[src/rtl/instruction_loader_pkg.sv]
// Shared definitions for the instruction image loader.
// Holds the FSM state encoding, the default sync byte and word/address widths.
// Imported by the loader top; no logic lives here.
package instruction_loader_pkg;

    localparam int          WORD_W        = 16;
    localparam int          ADDR_W        = 16;
    localparam int          DEPTH_DEF     = 256;
    localparam logic [7:0]  SYNC_BYTE_DEF = 8'hA5;

    // Loader FSM states, 3-bit encoding
    typedef enum logic [2:0] {
        ST_IDLE    = 3'd0,
        ST_LEN_HI  = 3'd1,
        ST_LEN_LO  = 3'd2,
        ST_DATA_HI = 3'd3,
        ST_DATA_LO = 3'd4,
        ST_CSUM    = 3'd5,
        ST_DONE    = 3'd6,
        ST_ERROR   = 3'd7
    } state_t;

endpackage

[src/rtl/instruction_loader.sv]
// Parses a SYNC/LEN/WORDS/CSUM byte stream and writes 16-bit words into instruction memory.
// Latency: memory write strobe is registered, one cycle after the WORD_LO byte transfer.
// Backpressure: rx_ready is low only for the single DONE cycle; every other cycle accepts a byte.
module instruction_loader
    import instruction_loader_pkg::*;
#(
    parameter int                 DEPTH      = DEPTH_DEF,
    parameter logic [ADDR_W-1:0]  START_ADDR = 16'h0,
    parameter logic [7:0]         SYNC_BYTE  = SYNC_BYTE_DEF
) (
    input  logic               i_clk,
    input  logic               i_rst,
    input  logic [7:0]         i_rx_data,
    input  logic               i_rx_valid,
    output logic               o_rx_ready,
    output logic               o_imem_we,
    output logic [ADDR_W-1:0]  o_imem_addr,
    output logic [WORD_W-1:0]  o_imem_wdata,
    output logic               o_cpu_hold,
    output logic               o_load_done,
    output logic               o_load_error
);

    // Length limit widened by one bit so a 16-bit length never overflows the compare
    localparam logic [16:0] LP_DEPTH = 17'(DEPTH);

    state_t              r_state;
    state_t              w_state_next;
    logic [15:0]         r_len;
    logic [15:0]         r_count;
    logic [ADDR_W-1:0]   r_addr;
    logic [7:0]          r_hi;
    logic [7:0]          r_csum;
    logic                r_imem_we;
    logic [ADDR_W-1:0]   r_imem_addr;
    logic [WORD_W-1:0]   r_imem_wdata;

    logic                w_rx_ready;
    logic                w_xfer;
    logic                w_is_sync;
    logic                w_sync_start;
    logic [15:0]         w_len_full;
    logic [15:0]         w_count_inc;

    assign w_xfer       = i_rx_valid & w_rx_ready;
    assign w_is_sync    = (i_rx_data == SYNC_BYTE);
    // SYNC only restarts from IDLE or ERROR; inside a frame it is ordinary data
    assign w_sync_start = w_xfer & w_is_sync & ((r_state == ST_IDLE) | (r_state == ST_ERROR));
    assign w_len_full   = {r_len[15:8], i_rx_data};
    assign w_count_inc  = r_count + 16'd1;

    // State register
    always_ff @(posedge i_clk or negedge i_rst) begin
        if (!i_rst) begin
            r_state <= ST_IDLE;
        end else begin
            r_state <= w_state_next;
        end
    end

    // Next-state logic: every transition except DONE->IDLE waits for a byte transfer
    always_comb begin
        w_state_next = r_state;
        case (r_state)
            ST_IDLE:    if (w_sync_start) w_state_next = ST_LEN_HI;
            ST_LEN_HI:  if (w_xfer) w_state_next = ST_LEN_LO;
            ST_LEN_LO: begin
                if (w_xfer) begin
                    if (w_len_full == 16'd0)                w_state_next = ST_CSUM;
                    else if ({1'b0, w_len_full} > LP_DEPTH) w_state_next = ST_ERROR;
                    else                                    w_state_next = ST_DATA_HI;
                end
            end
            ST_DATA_HI: if (w_xfer) w_state_next = ST_DATA_LO;
            ST_DATA_LO: begin
                if (w_xfer) w_state_next = (w_count_inc == r_len) ? ST_CSUM : ST_DATA_HI;
            end
            ST_CSUM: begin
                if (w_xfer) w_state_next = (i_rx_data == r_csum) ? ST_DONE : ST_ERROR;
            end
            ST_DONE:    w_state_next = ST_IDLE;
            ST_ERROR:   if (w_sync_start) w_state_next = ST_LEN_HI;
            default:    w_state_next = ST_IDLE;
        endcase
    end

    // Outputs decoded from state: hold covers the whole frame plus DONE and ERROR
    always_comb begin
        w_rx_ready   = (r_state != ST_DONE);
        o_cpu_hold   = (r_state != ST_IDLE);
        o_load_done  = (r_state == ST_DONE);
        o_load_error = (r_state == ST_ERROR);
    end

    // Datapath: length, word count, address, high byte, running checksum and write port
    always_ff @(posedge i_clk or negedge i_rst) begin
        if (!i_rst) begin
            r_len        <= 16'd0;
            r_count      <= 16'd0;
            r_addr       <= START_ADDR;
            r_hi         <= 8'd0;
            r_csum       <= 8'd0;
            r_imem_we    <= 1'b0;
            r_imem_addr  <= '0;
            r_imem_wdata <= '0;
        end else begin
            r_imem_we <= 1'b0;
            if (w_sync_start) begin
                r_csum  <= 8'd0;
                r_count <= 16'd0;
                r_addr  <= START_ADDR;
            end else if (w_xfer) begin
                case (r_state)
                    ST_LEN_HI: begin
                        r_len[15:8] <= i_rx_data;
                        r_csum      <= r_csum ^ i_rx_data;
                    end
                    ST_LEN_LO: begin
                        r_len[7:0]  <= i_rx_data;
                        r_csum      <= r_csum ^ i_rx_data;
                    end
                    ST_DATA_HI: begin
                        r_hi        <= i_rx_data;
                        r_csum      <= r_csum ^ i_rx_data;
                    end
                    ST_DATA_LO: begin
                        r_imem_we    <= 1'b1;
                        r_imem_addr  <= r_addr;
                        r_imem_wdata <= {r_hi, i_rx_data};
                        r_addr       <= r_addr + 1'b1;
                        r_count      <= w_count_inc;
                        r_csum       <= r_csum ^ i_rx_data;
                    end
                    default: ;
                endcase
            end
            if (r_state == ST_DONE) begin
                r_addr <= START_ADDR;
            end
        end
    end

    assign o_rx_ready   = w_rx_ready;
    assign o_imem_we    = r_imem_we;
    assign o_imem_addr  = r_imem_addr;
    assign o_imem_wdata = r_imem_wdata;

endmodule

[config.mk]
export PLATFORM = sky130hd
export DESIGN_NAME = instruction_loader
export DESIGN_NICKNAME = d
export VERILOG_FILES = /design/src/rtl/instruction_loader_pkg.sv /design/src/rtl/instruction_loader.sv
export SDC_FILE = /design/constraint.sdc
export NUM_CORES = 1
export LEC_CHECK = 0
export ABC_AREA = 1
export ABC_CLOCK_PERIOD_IN_PS = 1900
export BUFFER_PORTS_ARGS = -buffer_cell sky130_fd_sc_hd__buf_2
export CORE_MARGIN = 3
export CORE_UTILIZATION = 59
export DETAILED_ROUTE_END_ITERATION = 7
export PLACE_DENSITY = 0.9
export SETUP_SLACK_MARGIN = 0.02
export SYNTH_ARGS = -nofsm -noshare
export SYNTH_HDL_FRONTEND = slang
export SYNTH_SLANG_ARGS = --single-unit
[constraint.sdc]
create_clock -name i_clk -period 1.9 [get_ports i_clk]
set_input_delay 0.095 -clock i_clk [delete_from_list [all_inputs] [get_ports i_clk]]
set_output_delay 0.095 -clock i_clk [all_outputs]
set_load 0.01 [all_outputs]
# Word-level counts from Yosys, hierarchy flattened
# Index checks and enable logic that the tools add are counted.
[totals]
ff_bits = 100
latch_bits = 0
ram_bits = 0
rom_bits = 0
in_bits = 11
output_inout_bits = 37
word_cells = 78
mem_count = 0
[classes]
addsub = 2
mul = 0
div = 0
order_cmp = 1
eq_ne = 17
shift = 0
n_mux = 24
bitwise = 6
n_reduce_logical = 18
[ops]
columns = ["operator", "count"]
rows = [
  ["two-way mux 16 bit", 7],
  ["adder 16 x 1 -> 16 bit (second input constant)", 2],
  ["two-way mux 3 bit", 9],
  ["two-way mux 8 bit", 3],
  ["case mux 3 bit (7 select lines)", 1],
  ["== test 16 bit", 1],
  ["greater-than comparator 16 x 9 -> 1 bit (second input constant)", 1],
  ["zero test 16 bit", 1],
  ["== test 3 bit (second input constant)", 4],
  ["AND reduction 3 bit", 4],
  ["inequality test 2 bit (second input constant)", 5],
  ["nonzero test 3 bit", 3],
  ["== test 8 bit", 1],
  ["== test 8 bit (second input constant)", 1],
  ["XOR 8 bit", 1],
  ["== test 3 x 2 -> 1 bit (second input constant)", 2],
  ["AND reduction 2 bit", 3],
  ["AND reduction 6 bit", 1],
  ["nonzero test 2 bit", 3],
  ["two-way mux 1 bit", 4],
  ["OR reduction 4 bit", 1],
  ["bitwise AND 1 bit", 3],
  ["== test 3 x 1 -> 1 bit (second input constant)", 1],
  ["zero test 3 bit", 1],
  ["5 further kinds", 5],
]

# Logic depth before layout (Yosys ltp)
[depth]
ltp_word = 6
depth_mapped = 15
ltp_nobuf = 15

# Worst setup path before layout
# Ideal clock, no wire load.
[synth_timing]
path_type = "reg2reg"
start = "reg r_count[0]"
end = "reg r_state[2]"
setup_time_ns = 0.073
arrival_time_ns = 1.631
required_ns = 1.827
path_slack_ns = 0.196
path_stages_with_launch = 12
n_path_buf = 0
period_less_slack_ns = 1.704
path_cell_list = "dfrtp_1 > ha_1 > nand2_2 > nor2_4 > nand3_1 > nand2_1 > nand3_1 > nand2_1 > nand2_1 > nor3_1 > nand3_1 > a21oi_2"
[synth_between]
elab_chain_len = 5
[synth_lines]
columns = ["item", "line", "rtl"]
rows = [
  ["from (decl)", "instruction_loader.sv:30", "logic [15:0] r_count;"],
  ["from (signal assigned)", "instruction_loader.sv:131", "r_count <= w_count_inc;"],
  ["adder 16 x 1 -> 16 bit", "instruction_loader.sv:50", "assign w_count_inc = r_count + 16'd1;"],
  ["== test 16 bit", "instruction_loader.sv:76", "if (w_xfer) w_state_next = (w_count_inc == r_len) ? ST_CSUM : ST_DATA_HI;"],
  ["two-way mux 3 bit (2 in series)", "instruction_loader.sv:76", ""],
  ["case mux 3 bit (7 select lines)", "instruction_loader.sv:64", "case (r_state)"],
  ["to (signal assigned)", "instruction_loader.sv:57", "r_state <= w_state_next;"],
  ["to (decl)", "instruction_loader.sv:27", "state_t r_state;"],
]
# No other way between the ends. The select of a mux whose other input is x is not followed.
# A chain may end at the register's enable or synchronous reset.

# Final worst setup path
[layout_timing]
start = "reg r_count[1]"
end = "reg r_state[2]"
# Same word-level chain as after synthesis.

==> results.sh <==
export IMPL_cts_buffer_depth=2
export IMPL_p_sw_w=0.003751
export IMPL_use_met2_pct=45.30
export IMPL_hold_class="input port to flip-flop"
export IMPL_grt_pass1_vias=4707
export IMPL_ctsRootBufferMaster="clkbuf_8"
export IMPL_vias=5055
export IMPL_cts_sinks=100
export IMPL_synth_most_common_cell="nand2_1"
export IMPL_synth_common_cells="214 x nand2_1, 100 x dfrtp_1, 67 x inv_1, 56 x o21ai_0, 52 x nand3_1"
export IMPL_wl_per_cell_um=17.18
export IMPL_drt_iter0_drc=631
export IMPL_first_pass_iters=5
export IMPL_p_sw_share_pct=44.23
export IMPL_skew_ns=0.01704
export IMPL_grt_pass1_wl_mm=22.00
export IMPL_htree_num_levels=3
export IMPL_drc_errors=0
export IMPL_yosys_warnings=0
export IMPL_num_antenna_cells=0
export IMPL_clkTransAtPathRegs_ns=0.10
export IMPL_drv_cap=0
export IMPL_irDropWorstVdd_v=0.0008697
export IMPL_rows=33
export IMPL_powerDensity_nw_per_um2=1394
export IMPL_synth_edf_count=0
export IMPL_io_pins=48
export IMPL_die_h_um=98.91
export IMPL_clkLatencyLatePin_ns=0.36
export IMPL_status="finished, violations left"
export IMPL_worstPathArrival_ns=2.21
export IMPL_fin_tns_setup_ns=-0.04459
export IMPL_busiest_layer="met2"
export IMPL_start_util_pct=61.36
export IMPL_relSlewSlack_pct=71.52
export IMPL_area_delta_synth_final_pct=19.43
export IMPL_fin_crit_sh_pct=101.3
export IMPL_required_ns=2.18
export IMPL_clkPwrFrac_pct=16.8
export IMPL_vias_per_cell=6.032
export IMPL_synth_top_area_share_pct=49.14
export IMPL_dp_hpwl_mm=9.382
export IMPL_grt_usage_pct=27.77
export IMPL_synth_cells=653
export IMPL_routed_wl_mm=14.40
export IMPL_cts_made_buffers=9
export IMPL_synthTopCellsByArea="dfrtp_1 49%, nand2_1 16%, o21ai_0 5.5%"
export IMPL_utilization_pct=73.29
export IMPL_worst_path_most_repeated_cell="nand2_1"
export IMPL_violations="negative setup slack"
export IMPL_min_period_ns=1.924
export IMPL_die_w_um=98.91
export IMPL_place_gp_congestion=0.9290
export IMPL_p_int_w=0.004730
export IMPL_synth_ff_type="dfrtp_1"
export IMPL_start_kind="flip-flop"
export IMPL_critPathMaxStageDelay_ns=0.44
export IMPL_power_leakage_nw=3.047
export IMPL_crit_chain="ha_4 > nand2_4 > nor2_4 > nand2_1 > nand2_1 > nand3_1 > nand2_1 > nand2_1 > nor2_1 > nand2_1 > nor2_1 > nand3_1 > a21oi_2"
export IMPL_drv_slew=0
export IMPL_antenna_found_initial=0
export IMPL_async_flop_share_pct=100.0
export IMPL_core_area_um2=8299
export IMPL_grt_overflow_total=0
export IMPL_p_seq_share_pct=41.4
export IMPL_drive_gt1_share_pct=22.92
export IMPL_placed_area_um2=5547
export IMPL_cts_tree="yes"
export IMPL_grtUsageMet3_pct=6.582
export IMPL_dieArea_um2=9782
export IMPL_worstMarginPinSlew_ns=0.4240
export IMPL_seq_area_frac_synth_pct=49.14
export IMPL_final_cell_area_um2=6082
export IMPL_combPwrFrac_pct=41.8
export IMPL_nets=741
export IMPL_synth_seq_cells=100
export IMPL_critical_path_slowest_cell="dfrtp_1"
export IMPL_avgSynthCellArea_um2=7.798
export IMPL_portBuffers=47
export IMPL_yosys_area_top_type="dfrtp_1"
export IMPL_place_ws_ns=-0.07035
export IMPL_synthesis_nets=666
export IMPL_synthesis_area_um2=5092
export IMPL_hold_viol_final=0
export IMPL_crit_fanout=6
export IMPL_grt_max_degree=51
export IMPL_grt_use_met1_pct=35.91
export IMPL_clock_fmax_mhz=519.8
export IMPL_critical_path_class="flip-flop to flip-flop"
export IMPL_crit_path_end_kind="flip-flop"
export IMPL_yosysUniqueCellTypes=35
export IMPL_rsz0062_at_grt="yes"
export IMPL_setup_ws_ns=-0.02389
export IMPL_postRouteAntennaNets=0
export IMPL_finalSetupViolations=2
[flip-flops by register name, indices dropped and copies added (netlist names)]
| name | count |
|---|---|
| o_imem_addr | 16 |
| o_imem_wdata | 16 |
| r_addr | 16 |
| r_count | 16 |
| r_len | 16 |
| r_csum | 8 |
| r_hi | 8 |
| r_state | 3 |
| o_imem_we | 1 |
[cell type report]
cell class,instances,area (µm²)
inverters,72,276.5
flip-flops and latches,100,2507
fillers,556,2217
clock buffers,9,123.9
clock inverters,7,77.57
repair buffers,80,519.2
well taps,105,131.4
multi-input cells,465,2446
[cell usage in the layout (no fill, tap or decap), drive strengths merged]
| cell type | count |
|---|---|
| nand2 | 222 |
| dfrtp | 100 |
| buf | 79 |
| inv | 75 |
| o21ai | 68 |
| nand3 | 54 |
| nor2 | 42 |
| nand4 | 18 |
| o22ai | 14 |
| xor2 | 11 |
| clkbuf | 9 |
| a21oi | 9 |
| nor3 | 8 |
| nand3b | 5 |
| clkinvlp | 2 |
| o21a | 2 |
| nor4 | 2 |
| xnor2 | 2 |
| ha | 2 |
| o221ai | 1 |
| o32ai | 1 |
| or2 | 1 |
| o21bai | 1 |
| a211oi | 1 |
| o211ai | 1 |
| bufinv | 1 |
| clkinv | 1 |
| dlygate4sd3 | 1 |
[worst paths after layout]
kind	start	end	slack [ns]	depth (start not counted)
setup reg to reg	r_count[1]$_DFFE_PN0P_	r_state[2]$_DFFE_PN0P_	-0.02	13
hold / removal	i_rx_data[3]	r_csum[3]$_DFFE_PN0P_	0.08	4
setup / recovery	r_count[1]$_DFFE_PN0P_	r_state[2]$_DFFE_PN0P_	-0.02	13
max in group asynchronous	i_rst	r_addr[12]$_DFFE_PN0P_	1.05	3
hold reg to reg	r_hi[4]$_DFFE_PN0P_	o_imem_wdata[12]$_DFFE_PN0P_	0.48	2
min in group asynchronous	i_rst	o_imem_wdata[14]$_DFFE_PN0P_	0.17	2
[per-stage QoR]
step	instances	hold WS [ns]	power (W)
floorplan	653	-0.2006	0.005501
global placement	808	0.01012	0.006356
detailed placement	808	0.01102	0.006539
CTS	826	0.05730	0.007971
global route	838	0.09493	0.009038
finish	838	0.07502	0.008481
[layer usage]
| metal | vias to the layer above | routed length, µm |
|---|---|---|
| li1 | 2275 | - |
| met1 | 2362 | 5473 |
| met2 | 332 | 6897 |
| met3 | 86 | 1317 |
| met4 | 0 | 706 |
| met5 | - | 0 |
[power groups by stage]
| stage | combinational [W] | clock (W) | sequential (W) |
|---|---|---|---|
| 2_1_floorplan | 0.00214 | 0 | 0.00336 |
| 3_3_place_gp | 0.00295 | 0 | 0.00341 |
| 3_5_place_dp | 0.00310 | 0 | 0.00344 |
| 4_1_cts | 0.00315 | 0.00141 | 0.00341 |
| 5_1_grt | 0.00394 | 0.00152 | 0.00357 |
| 6_report | 0.00354 | 0.00142 | 0.00351 |
[worst max-delay path, delay by kind of cell, from the launching register on]
family	cells	cell delay [ns]
AND/OR/NAND/NOR	11	1.11
flip-flops	1	0.44
AO/OA/AOI/OAI	1	0.13
adder cells (fa/ha/maj)	1	0.19
[kinds of logic (layout without fill, tap and decap cells)]
| kind of cell | after synthesis | after routing | synth area share [%] |
|---|---|---|---|
| compound gates | 98 | 98 | 10.81 |
| fa+ha+maj | 2 | 2 | 0.4913 |
| xor+xnor | 13 | 13 | 2.236 |
| flops | 100 | 100 | 49.14 |
| buf+inv | 88 | 168 | 6.732 |
| simple gates | 352 | 352 | 30.59 |
[timing repair]
item,in CTS,in global routing
hold buffers,1,0
endpoints found under the hold margin,70,0
endpoints found under the setup margin,7,50
resized for setup,3,60
pin swaps,1,25
buffers inserted,1,12
No activity file was read; power rests on OpenSTA's default activity.
